<file path="src/rtl/edge_capture_pkg.sv">
// Shared constants and helpers for the edge_capture trigger block.
// Edge-mode encodings are also used by client logic that programs edge_mode.
package edge_capture_pkg;

  localparam int unsigned EDGE_MODE_W = 2;

  localparam logic [EDGE_MODE_W-1:0] EDGE_RISE = 2'b00;
  localparam logic [EDGE_MODE_W-1:0] EDGE_FALL = 2'b01;
  localparam logic [EDGE_MODE_W-1:0] EDGE_BOTH = 2'b10;
  localparam logic [EDGE_MODE_W-1:0] EDGE_OFF  = 2'b11;

  // Debounce counter width; a bypassed debouncer still gets a 1-bit counter.
  function automatic int unsigned debounce_cnt_w(input int unsigned cycles);
    return (cycles == 0) ? 1 : $clog2(cycles + 1);
  endfunction

  function automatic logic edge_qualifies(input logic [EDGE_MODE_W-1:0] mode,
                                          input logic rise,
                                          input logic fall);
    logic q;
    q = 1'b0;
    case (mode)
      EDGE_RISE: q = rise;
      EDGE_FALL: q = fall;
      EDGE_BOTH: q = rise | fall;
      default:   q = 1'b0;
    endcase
    return q;
  endfunction

endpackage

</file>
<file path="src/rtl/sync_debounce.sv">
// Synchroniser plus optional debounce filter turning an async input into a clean level.
// Reusable for buttons and board strobes as well as edge_capture triggers.
module sync_debounce
  import edge_capture_pkg::*;
#(
  parameter int unsigned SYNC_STAGES     = 2,
  parameter int unsigned DEBOUNCE_CYCLES = 0,
  parameter logic        INIT_LEVEL      = 1'b0
) (
  input  logic clk_i,
  input  logic rst_i,
  input  logic din_i,
  output logic level_o
);

  logic [SYNC_STAGES-1:0] sync_q;
  logic                   sync_out;

  // Plain flop chain; nothing may sit between stages.
  always_ff @(posedge clk_i or posedge rst_i) begin
    if (rst_i) begin
      sync_q <= {SYNC_STAGES{INIT_LEVEL}};
    end else begin
      sync_q <= {sync_q[SYNC_STAGES-2:0], din_i};
    end
  end

  assign sync_out = sync_q[SYNC_STAGES-1];

  if (DEBOUNCE_CYCLES == 0) begin : g_bypass

    logic level_q;

    always_ff @(posedge clk_i or posedge rst_i) begin
      if (rst_i) begin
        level_q <= INIT_LEVEL;
      end else begin
        level_q <= sync_out;
      end
    end

    assign level_o = level_q;

  end else begin : g_debounce

    localparam int unsigned CNT_W   = debounce_cnt_w(DEBOUNCE_CYCLES);
    localparam int unsigned CNT_MAX = DEBOUNCE_CYCLES - 1;

    logic             samp_q;
    logic             level_q;
    logic             level_d;
    logic [CNT_W-1:0] cnt_q;
    logic [CNT_W-1:0] cnt_d;

    // Count consecutive disagreeing cycles; toggle and restart once the run is long enough.
    always_comb begin
      cnt_d   = '0;
      level_d = level_q;
      if (samp_q != level_q) begin
        if (cnt_q == CNT_W'(CNT_MAX)) begin
          level_d = ~level_q;
        end else begin
          cnt_d = cnt_q + CNT_W'(1);
        end
      end
    end

    always_ff @(posedge clk_i or posedge rst_i) begin
      if (rst_i) begin
        samp_q  <= INIT_LEVEL;
        level_q <= INIT_LEVEL;
        cnt_q   <= '0;
      end else begin
        samp_q  <= sync_out;
        level_q <= level_d;
        cnt_q   <= cnt_d;
      end
    end

    assign level_o = level_q;

  end

endmodule

</file>
<file path="src/rtl/edge_capture.sv">
// Trigger edge detector: filters an async trigger, qualifies edges by mode and
// captures a data word into a single valid/ready slot with sticky overrun.
module edge_capture
  import edge_capture_pkg::*;
#(
  parameter int unsigned DATA_W          = 8,
  parameter int unsigned SYNC_STAGES     = 2,
  parameter int unsigned DEBOUNCE_CYCLES = 0,
  parameter logic        INIT_LEVEL      = 1'b0,
  parameter int unsigned HANDSHAKE       = 1
) (
  input  logic                   clk,
  input  logic                   rst,
  input  logic                   trigger,
  input  logic [DATA_W-1:0]      data_in,
  input  logic [EDGE_MODE_W-1:0] edge_mode,
  input  logic                   out_ready,
  output logic                   out_valid,
  output logic [DATA_W-1:0]      out_data,
  output logic                   out_rise,
  output logic                   overrun,
  input  logic                   overrun_clr,
  output logic                   level
);

  logic              level_prev_q;
  logic              rise_c;
  logic              fall_c;
  logic              evt_c;
  logic              ready_c;

  logic              valid_q;
  logic              valid_d;
  logic [DATA_W-1:0] data_q;
  logic [DATA_W-1:0] data_d;
  logic              rise_q;
  logic              rise_d;
  logic              ovr_q;
  logic              ovr_d;

  sync_debounce #(
    .SYNC_STAGES     (SYNC_STAGES),
    .DEBOUNCE_CYCLES (DEBOUNCE_CYCLES),
    .INIT_LEVEL      (INIT_LEVEL)
  ) u_sync_debounce (
    .clk_i   (clk),
    .rst_i   (rst),
    .din_i   (trigger),
    .level_o (level)
  );

  assign rise_c = level & ~level_prev_q;
  assign fall_c = ~level & level_prev_q;
  assign evt_c  = edge_qualifies(edge_mode, rise_c, fall_c);

  // Legacy pulse mode behaves as a slot whose consumer is always ready.
  assign ready_c = (HANDSHAKE != 0) ? out_ready : 1'b1;

  // Slot update: load when empty or draining, otherwise drop and flag overrun.
  always_comb begin
    valid_d = valid_q;
    data_d  = data_q;
    rise_d  = rise_q;
    ovr_d   = ovr_q;
    if (overrun_clr) begin
      ovr_d = 1'b0;
    end
    if (evt_c) begin
      if (!valid_q || ready_c) begin
        valid_d = 1'b1;
        data_d  = data_in;
        rise_d  = rise_c;
      end else begin
        ovr_d = 1'b1;
      end
    end else if (valid_q && ready_c) begin
      valid_d = 1'b0;
    end
  end

  always_ff @(posedge clk or posedge rst) begin
    if (rst) begin
      level_prev_q <= INIT_LEVEL;
      valid_q      <= 1'b0;
      data_q       <= '0;
      rise_q       <= 1'b0;
      ovr_q        <= 1'b0;
    end else begin
      level_prev_q <= level;
      valid_q      <= valid_d;
      data_q       <= data_d;
      rise_q       <= rise_d;
      ovr_q        <= ovr_d;
    end
  end

  assign out_valid = valid_q;
  assign out_data  = data_q;
  assign out_rise  = rise_q;
  assign overrun   = ovr_q;

endmodule

</file>
<file path="config.mk">
export PLATFORM = sky130hd
export DESIGN_NAME = edge_capture
export DESIGN_NICKNAME = d
export VERILOG_FILES = /design/src/rtl/edge_capture_pkg.sv /design/src/rtl/sync_debounce.sv /design/src/rtl/edge_capture.sv
export SDC_FILE = /design/constraint.sdc
export NUM_CORES = 1
export LEC_CHECK = 0
export BUFFER_PORTS_ARGS = -buffer_cell sky130_fd_sc_hd__buf_2
export CORE_AREA = 2 2 39 41
export DETAILED_ROUTE_END_ITERATION = 10
export DIE_AREA = 0 0 41 43
export GPL_ROUTABILITY_DRIVEN = 0
export GPL_TIMING_DRIVEN = 0
export MAX_ROUTING_LAYER = met4
export PLACE_DENSITY_LB_ADDON = 0.1
export SETUP_SLACK_MARGIN = 0.3
export SYNTH_ARGS = -nofsm -noshare
export SYNTH_HDL_FRONTEND = slang
export SYNTH_SLANG_ARGS = --single-unit
</file>
<file path="constraint.sdc">
create_clock -name clk -period 2.8 [get_ports clk]
set_clock_uncertainty 0.1 [all_clocks]
set_input_delay 0.28 -clock clk [delete_from_list [all_inputs] [get_ports clk]]
set_output_delay 0.28 -clock clk [all_outputs]
set_load 0.03 [all_outputs]
</file>
==> impl_metrics.tcl, run 1 <==
set metrics [dict create \
    wl_um 999 \
    cpPeakStageDelay_ps 390 \
    post-place-ws_ps 930 \
    die_h_um 43 \
    synthCells 37 \
    clock_power_share_pct 21.4 \
    tightest_slew_ps 547 \
    antenna_found_initial 0 \
    worstHoldStart "overrun_clr" \
    clkTransAtPathRegs_ps 90 \
    syn-num-nets 54 \
    grtUsageTotal_pct 14.5 \
    grt_start_max_net_pins 16 \
    final_hold_viol_count 0 \
    p_leak_nw 0.398 \
    synth.largest_area_cell "dfrtp_1" \
    ctsLongestPathBuffers 2 \
    maxSlewHeadroom_pct 63.5 \
    comb_power_share_pct 30.4 \
    dieArea_um2 1760 \
    coreArea_um2 1380 \
    drt_iter0_drc 0 \
    fin_crit_sh_pct 66.3 \
    r2r_end "out_data[0]$_DFFE_PP0P_" \
    ys_ff_latch 15 \
    netlist_top_cells_area "dfrtp_1, mux2_2, ha_1, o211ai_4, inv_1" \
    rsz0062_at_grt "no" \
    overflow 0 \
    max_freq_ghz 0.539 \
    io_pins 27 \
    cts_resized 0 \
    slew_viol_final 0 \
    peakVddDrop_mv 0.328 \
    slowest_stage "dfrtp_1" \
    critPathTopFamily "multiplexers" \
    crit_chain "inv_1, ha_1, mux2_4, o211ai_4, mux2_2" \
    clock_insertion_delay_worst_skew_ps 270 \
    internal-power_w 0.000368 \
    synth_area_per_cell_um2 15.7 \
    switching_power_w 0.000182 \
    grt_pass1_wl_mm 1.61 \
    numCtsBuffers 3 \
    cts_tree "done" \
    whs_ps 86.0 \
    arrival_ps 1910 \
    synth_area_um2 579 \
    drv_cap 0 \
    crit_path_end_kind "register" \
    power.density_nw_per_um2 709 \
    hold_path_end "overrun$_DFF_PP0_" \
    finalSetupTns_ps 0 \
    avgViaCountPerCell 4.67 \
    nNetsFinal 87 \
    numClockSinks 15 \
    r2r_cells 5 \
    setup_viol 0 \
    r2r-start "u_sync_debounce.level_o$_DFF_PP0_" \
    start_kind "register" \
    whs_path_depth 2 \
    required_ps 2860 \
    rrSetupSlack_ps 940 \
    worst-path-buf-inv 1 \
    htreeDepth 1 \
    drc 0 \
    die_width_um 41 \
    antennaDiodeCount 0 \
    cts_root_buf "clkbuf_4" \
    post-cts-setup-buffers 0 \
    wire_per_inst_um 11.8 \
    ys_seq_area_share_pct 64.8 \
    num_rows 14 \
    yosys.area.top_type_share_pct 64.8 \
    firstDrtPassIters 1 \
    outcome "completed" \
    hold_class "input port to register" \
    route.antenna.remaining_nets 0 \
    yosysWarningCount 0 \
    crit_type "register to register" \
    setup_slack_ps 944 \
    period_minus_slack_ps 1860 \
    num_vias 397 \
    grt_pass1_vias 423 \
    start_util_pct 41.9 \
    cp_max_fo 9 \
    switching_share_pct 33.1 \
    power_frac_seq_pct 48.3 \
    area_growth_pct 33.9 \
    synth_cell_types 10 \
    port_buffers 26 \
    drive_above_1_share_pct 58.0 \
]
## layout by cell type (no fill, tap or decap), drive strengths merged
cell / count
o211ai: 1
ha: 2
mux2: 10
o22ai: 1
dlygate4sd3: 2
buf: 26
clkbuf: 4
inv: 4
nand2: 1
o21ai: 2
nand2b: 1
dfrtp: 15
## sequential cells by signal (all words and copies together), names as in the netlist
| signal | count |
|---|---|
| level_prev_q | 1 |
| out_rise | 1 |
| overrun | 1 |
| u_sync_debounce.sync_q | 2 |
| u_sync_debounce.level_o | 1 |
| out_data | 8 |
| out_valid | 1 |
## kinds of logic (layout without fill, tap and decap cells)
family,after synthesis,in the layout,synth area share [%]
AO/OA/AOI/OAI,4,4,6.48
flip-flops,15,15,64.8
multiplexers,10,10,20.1
AND/OR/NAND/NOR,2,2,1.73
buffers and inverters,4,36,2.59
adder cells (fa/ha/maj),2,2,4.32
## cells in the mapped netlist (all sizes together)
| library cell | n |
|---|---|
| nand2 | 1 |
| inv | 4 |
| dfrtp | 15 |
| o21ai | 2 |
| nand2b | 1 |
| o22ai | 1 |
| ha | 2 |
| mux2 | 10 |
| o211ai | 1 |
## through the flow
step | utilization [%] | power (W) | cells | instance area (um2)
6_report | 56.1 | 0.000550 | 85 | 776
5_1_grt | 56.1 | 0.000584 | 85 | 776
4_1_cts | 56.1 | 0.000559 | 85 | 776
3_5_place_dp | 52.7 | 0.000438 | 79 | 729
3_3_place_gp | 52.7 | 0.000435 | 79 | 729
2_1_floorplan | - | 0.000385 | 37 | 579
## layout make-up
| type | count | area [um2] |
|---|---|---|
| clock buffer | 4 | 26.3 |
| fill | 128 | 608 |
| inverter | 4 | 15.0 |
| multi-input combinational | 18 | 189 |
| sequential | 15 | 375 |
| tap | 16 | 20.0 |
| timing repair buffer | 28 | 150 |
## per-layer routing
layer	up-vias	GRT usage (%)	wire length, um
met5	-	-	0
met4	0	6.00	4
met3	2	4.71	58
met2	15	23.1	529
met1	188	15.7	407
li1	192	-	-
## power groups by stage
stage	Clock (W)	Sequential, W	Combinational (W)
6_report	0.000117	0.000265	0.000167
5_1_grt	0.000135	0.000271	0.000178
4_1_cts	0.000124	0.000267	0.000169
3_5_place_dp	0	0.000271	0.000167
3_3_place_gp	0	0.000270	0.000165
2_1_floorplan	0	0.000337	0.0000474
## worst max-delay path by stage
stage,startpoint,slack [ps],cells past startpoint,to
floorplan,u_sync_debounce.level_o$_DFF_PP0_,890,5,out_data[0]$_DFFE_PP0P_
global placement,u_sync_debounce.level_o$_DFF_PP0_,950,4,out_data[4]$_DFFE_PP0P_
detailed placement,u_sync_debounce.level_o$_DFF_PP0_,930,4,out_data[0]$_DFFE_PP0P_
CTS,u_sync_debounce.level_o$_DFF_PP0_,910,4,out_data[0]$_DFFE_PP0P_
global route,u_sync_debounce.level_o$_DFF_PP0_,820,5,out_data[6]$_DFFE_PP0P_
finish,u_sync_debounce.level_o$_DFF_PP0_,940,5,out_data[0]$_DFFE_PP0P_
## timing repair
item	CTS	global route
hold buffers	2	0
hold endpoints to repair	16	0
endpoints found under the setup margin	0	0
## worst register-to-register path: stages, from the launching register on
cell      delay, ps
dfrtp_1         390
inv_1            60
ha_1            190
mux2_4          280
o211ai_4        340
mux2_2          390
(Power assumes the default switching activity.)
==> run 2, diff against run 1 <==
Settings changed: CORE_AREA 2 2 39 41 to default, CORE_MARGIN from default to 1, CORE_UTILIZATION from default to 43, DIE_AREA 0 0 41 43 to default.
Clock period 2.8 ns to 1.8 ns, I/O delays scaled along.
==> impl_metrics.tcl, run 2 (synthesis gave the netlist of run 1 again) <==
set metrics [dict create \
    largest_reg_flops 8 \
    numClockSinks 15 \
    final_cell_mix "buf_2, dfrtp_1, mux2_4, clkbuf_4, dlygate4sd3_1" \
    route.antenna.remaining_nets 0 \
    p_leak_nw 0.471 \
    fin_crit_sh_pct 102 \
    grtUsageTotal_pct 16.4 \
    fin_util_pct 76.1 \
    gr-usage-met2_pct 24.2 \
    numCtsBuffers 3 \
    cts_tree "done" \
    slew_viol_final 0 \
    io_pins 27 \
    drv_cap 0 \
    grt_use_met3_pct 5.20 \
    die_h_um 38.7 \
    worst-path-buf-inv 2 \
    drive_above_1_share_pct 68.5 \
    finalInstanceArea_um2 891 \
    coreArea_um2 1170 \
    gr-max-usage-layer "met2" \
    setup_viol 6 \
    slowest_stage "dfrtp_2" \
    overflow 0 \
    grt_use_met1_pct 18.3 \
    arrival_ps 1910 \
    firstDrtPassIters 2 \
    drc 0 \
    finalSetupTns_ps -122 \
    clock_insertion_delay_worst_skew_ps 280 \
    antenna_found_initial 0 \
    port_buffers 26 \
    cp_max_fo 4 \
    wl_mm 1.11 \
    grt_pass1_vias 378 \
    start_kind "register" \
    dp_hpwl_um 691 \
    die_width_um 38.7 \
    num_vias 403 \
    tightest_slew_ps 549 \
    total_power_w 0.000927 \
    start_util_pct 49.5 \
    required_ps 1870 \
    wire_per_inst_um 12.7 \
    htreeDepth 1 \
    fin_cells 87 \
    maxSlewHeadroom_pct 63.4 \
    outcome "complete, but fails checks" \
    final_hold_viol_count 0 \
    critPathTopFamily "multiplexers" \
    crit_chain "inv_2, ha_2, mux2_4, o211ai_4, clkbuf_16, mux2_4" \
    clkTransAtPathRegs_ps 90 \
    placed_area_um2 734 \
    num_rows 12 \
    violations "setup timing" \
    period_minus_slack_ps 1830 \
    grt_pass1_wl_mm 1.52 \
    drt_iter0_drc 2 \
    ctsLongestPathBuffers 2 \
    nNetsFinal 91 \
    cpPeakStageDelay_ps 420 \
    cts_root_buf "clkbuf_4" \
    avgViaCountPerCell 4.63 \
    crit_type "register to register" \
    max_freq_ghz 0.545 \
    setup_slack_ps -34.9 \
    power.density_nw_per_um2 1040 \
    antennaDiodeCount 0 \
    peakVddDrop_mv 0.680 \
    rsz0062_at_grt "yes" \
    crit_path_end_kind "register" \
    area_growth_pct 53.8 \
    hold_class "input port to register" \
    cp_common_cell "mux2_4" \
    final_common_cell "buf_2" \
    grt_start_max_net_pins 16 \
    placedCellCount 77 \
    dieArea_um2 1500 \
]
run 2: stage by stage:
step                      worst slack [ps]  hold WS, ps
after global placement               -45.3          147
after global routing                 -80.0         8.39
after CTS                            -14.1         13.1
after detailed placement             -60.0          150
after floorplan                      -27.7        -18.6
final                                -34.9         22.7
run 2: worst register-to-register path, cell delays in order (launching register included):
cell and delay, ps:
dfrtp_2 420, inv_2 40, ha_2 170, mux2_4 280, o211ai_4 240, clkbuf_16 200
mux2_4 290
run 2: worst paths after layout:
check / from / endpoint / slack (ps) / cells after the start
max: u_sync_debounce.level_o$_DFF_PP0_ / out_data[3]$_DFFE_PP0P_ / -30 / 6
min: data_in[5] / out_data[5]$_DFFE_PP0P_ / 20 / 2
max reg2reg: u_sync_debounce.level_o$_DFF_PP0_ / out_data[3]$_DFFE_PP0P_ / -30 / 6
min reg2reg: u_sync_debounce.sync_q[1]$_DFF_PP0_ / u_sync_debounce.level_o$_DFF_PP0_ / 260 / 0
max in group asynchronous: rst / u_sync_debounce.level_o$_DFF_PP0_ / 830 / 3
min in group asynchronous: rst / u_sync_debounce.sync_q[0]$_DFF_PP0_ / 370 / 3
run 2: per-layer routing:
layer  wire, um  vias to the layer above
met5          0                        -
met2        498                       16
met1        544                      186
met3         51                        2
met4         12                        0
li1           -                      199
run 2: where the power goes:
part | total [W] | leakage, nW | switching, W | internal, W
sequential | 0.000419 | 0.177 | 0.0000279 | 0.000391
clock | 0.000188 | 0.0177 | 0.000106 | 0.0000823
combinational | 0.000320 | 0.277 | 0.000175 | 0.000145
run 2: final cells by class:
type / count / area (um2)
clock buffers: 3 / 22.5
clock inverters: 1 / 5.00
fillers: 78 / 280
inverters: 4 / 15.0
multi-input cells: 18 / 241
flip-flops and latches: 15 / 377
well taps: 14 / 17.5
repair buffers: 32 / 213
run 2: repair_timing:
item                                    in CTS  in global routing
hold buffers                                 3                  0
setup buffers                                1                  1
gates resized for setup                      0                 12
hold endpoints to repair                    17                  0
pin swaps                                    1                  2
endpoints found under the setup margin       9                 11
gates cloned                                 0                  1
==> run 3, diff against run 2 <==
Settings changed: CORE_AREA from default to 2 2 39 41, CORE_MARGIN 1 to default, CORE_UTILIZATION 43 to default, CTS_BUF_LIST from default to sky130_fd_sc_hd__clkbuf_4, DIE_AREA from default to 0 0 41 43, PLACE_DENSITY from default to 0.8, PLACE_DENSITY_LB_ADDON 0.1 to default.
==> impl_metrics.tcl, run 3 (synthesis gave the netlist of run 1 again) <==
set metrics [dict create \
    largest_reg_flops 8 \
    htreeDepth 1 \
    slew_viol_final 0 \
    io_pins 27 \
    fin_crit_sh_pct 102 \
    critPathTopFamily "multiplexers" \
    fin_util_pct 65.3 \
    max_freq_ghz 0.545 \
    crit_path_end_kind "register" \
    whs_ps 34.3 \
    nNetsFinal 92 \
    wl_mm 1.15 \
    final_common_cell "buf_2" \
    post-place-ws_ps -53.8 \
    maxSlewHeadroom_pct 62.6 \
    hold_class "input port to register" \
    cp_max_fo 4 \
    setup_slack_ps -36.3 \
    whs_path_depth 2 \
    ctsLongestPathBuffers 2 \
    switching_power_w 0.000302 \
    arrival_ps 1900 \
    area_growth_pct 55.9 \
    worst-path-buf-inv 1 \
    drc 0 \
    final_cell_mix "buf_2, dfrtp_1, mux2_4, clkbuf_4, dlygate4sd3_1" \
    required_ps 1860 \
    crit_type "register to register" \
    start_util_pct 41.9 \
    placed_area_um2 737 \
    internal-power_w 0.000638 \
    setup_viol 6 \
    crit_chain "ha_4, mux2_4, o211ai_4, clkbuf_16, mux2_4" \
    grt_start_max_net_pins 16 \
    route.antenna.remaining_nets 0 \
    r2r_end "out_data[1]$_DFFE_PP0P_" \
    r2r_cells 5 \
    grt_pass1_wl_mm 1.39 \
    overflow 0 \
    cts_tree "done" \
    drive_above_1_share_pct 68.9 \
    clock_insertion_delay_worst_skew_ps 270 \
    cp_common_cell "mux2_4" \
    numClockSinks 15 \
    clock_power_share_pct 20.9 \
    outcome "complete, but fails checks" \
    port_buffers 26 \
    dieArea_um2 1760 \
    grtUsageTotal_pct 12.6 \
    violations "setup timing" \
    rsz0062_at_grt "yes" \
    coreArea_um2 1380 \
    slowest_stage "dfrtp_2" \
    numCtsBuffers 3 \
    power.density_nw_per_um2 1040 \
    rrSetupSlack_ps -40 \
    antennaDiodeCount 0 \
    cts_root_buf "clkbuf_4" \
    wire_per_inst_um 12.8 \
    start_kind "register" \
    grt_pass1_vias 367 \
    num_vias 434 \
    die_h_um 43 \
    finalInstanceArea_um2 903 \
    comb_power_share_pct 34.5 \
    antenna_found_initial 0 \
    worstHoldStart "data_in[4]" \
    cpPeakStageDelay_ps 440 \
    peakVddDrop_mv 0.551 \
    hold_path_end "out_data[4]$_DFFE_PP0P_" \
    clkTransAtPathRegs_ps 80 \
    drv_cap 0 \
    p_leak_nw 0.477 \
    period_minus_slack_ps 1840 \
    die_width_um 41 \
    num_rows 14 \
    r2r-start "u_sync_debounce.level_o$_DFF_PP0_" \
    drt_iter0_drc 2 \
    tightest_slew_ps 560 \
    final_hold_viol_count 0 \
    switching_share_pct 32.1 \
    power_frac_seq_pct 44.5 \
    avgViaCountPerCell 4.82 \
    firstDrtPassIters 4 \
]
-- run 3: cell count changes in the layout (fill, tap and decap cells not counted) --
cell	before	now
clkbuf_4	3	4
buf_4	1	2
clkinv_2	1	0
-- run 3: stage by stage --
stage	power [W]	setup TNS, ps	instances
3_5_place_dp	0.000685	-367	79
2_1_floorplan	0.000603	-222	37
3_3_place_gp	0.000678	-248	79
4_1_cts	0.000898	-52.9	87
6_report	0.000939	-131	90
5_1_grt	0.000995	-362	90
-- run 3: layout make-up --
class                      count  area (um2)
tap                           16        20.0
clock buffer                   4        30.0
fill                         110         480
multi-input combinational     18         241
timing repair buffer          33         220
sequential                    15         377
inverter                       4        15.0
-- run 3: worst reg2reg max path, stage by stage (launching register included) --
cell       delay [ps]
dfrtp_2           440
ha_4              160
mux2_4            280
o211ai_4          250
clkbuf_16         200
mux2_4            300
-- run 3: power groups by stage --
stage,Combinational [W],Sequential (W),Clock (W)
after CTS,0.000279,0.000415,0.000204
after detailed placement,0.000263,0.000422,0
final,0.000324,0.000418,0.000197
after global placement,0.000259,0.000419,0
after floorplan,0.0000777,0.000525,0
after global routing,0.000345,0.000426,0.000223
-- run 3: per-layer routing --
metal	track usage [%]	routed length, um	vias to the layer above
li1	-	-	202
met1	13.6	476	208
met2	19.4	573	24
met3	4.71	101	0
met4	6.00	0	0
met5	-	0	-
-- run 3: worst max-delay path by stage --
stage,from,endpoint,slack [ps],cells past startpoint
floorplan,u_sync_debounce.level_o$_DFF_PP0_,out_data[0]$_DFFE_PP0P_,-30,4
global placement,u_sync_debounce.level_o$_DFF_PP0_,out_data[3]$_DFFE_PP0P_,-30,4
detailed placement,u_sync_debounce.level_o$_DFF_PP0_,out_data[6]$_DFFE_PP0P_,-50,4
CTS,u_sync_debounce.level_o$_DFF_PP0_,out_data[6]$_DFFE_PP0P_,-20,5
global route,u_sync_debounce.level_o$_DFF_PP0_,out_data[1]$_DFFE_PP0P_,-60,5
finish,u_sync_debounce.level_o$_DFF_PP0_,out_data[1]$_DFFE_PP0P_,-40,5
-- run 3: repair_timing --
item / CTS / global route
gates cloned: 0 / 1
hold endpoints to repair: 17 / 0
pin swaps: 1 / 3
gates resized for setup: 0 / 12
endpoints found under the setup margin: 9 / 11
setup buffers: 1 / 2
hold buffers: 3 / 0
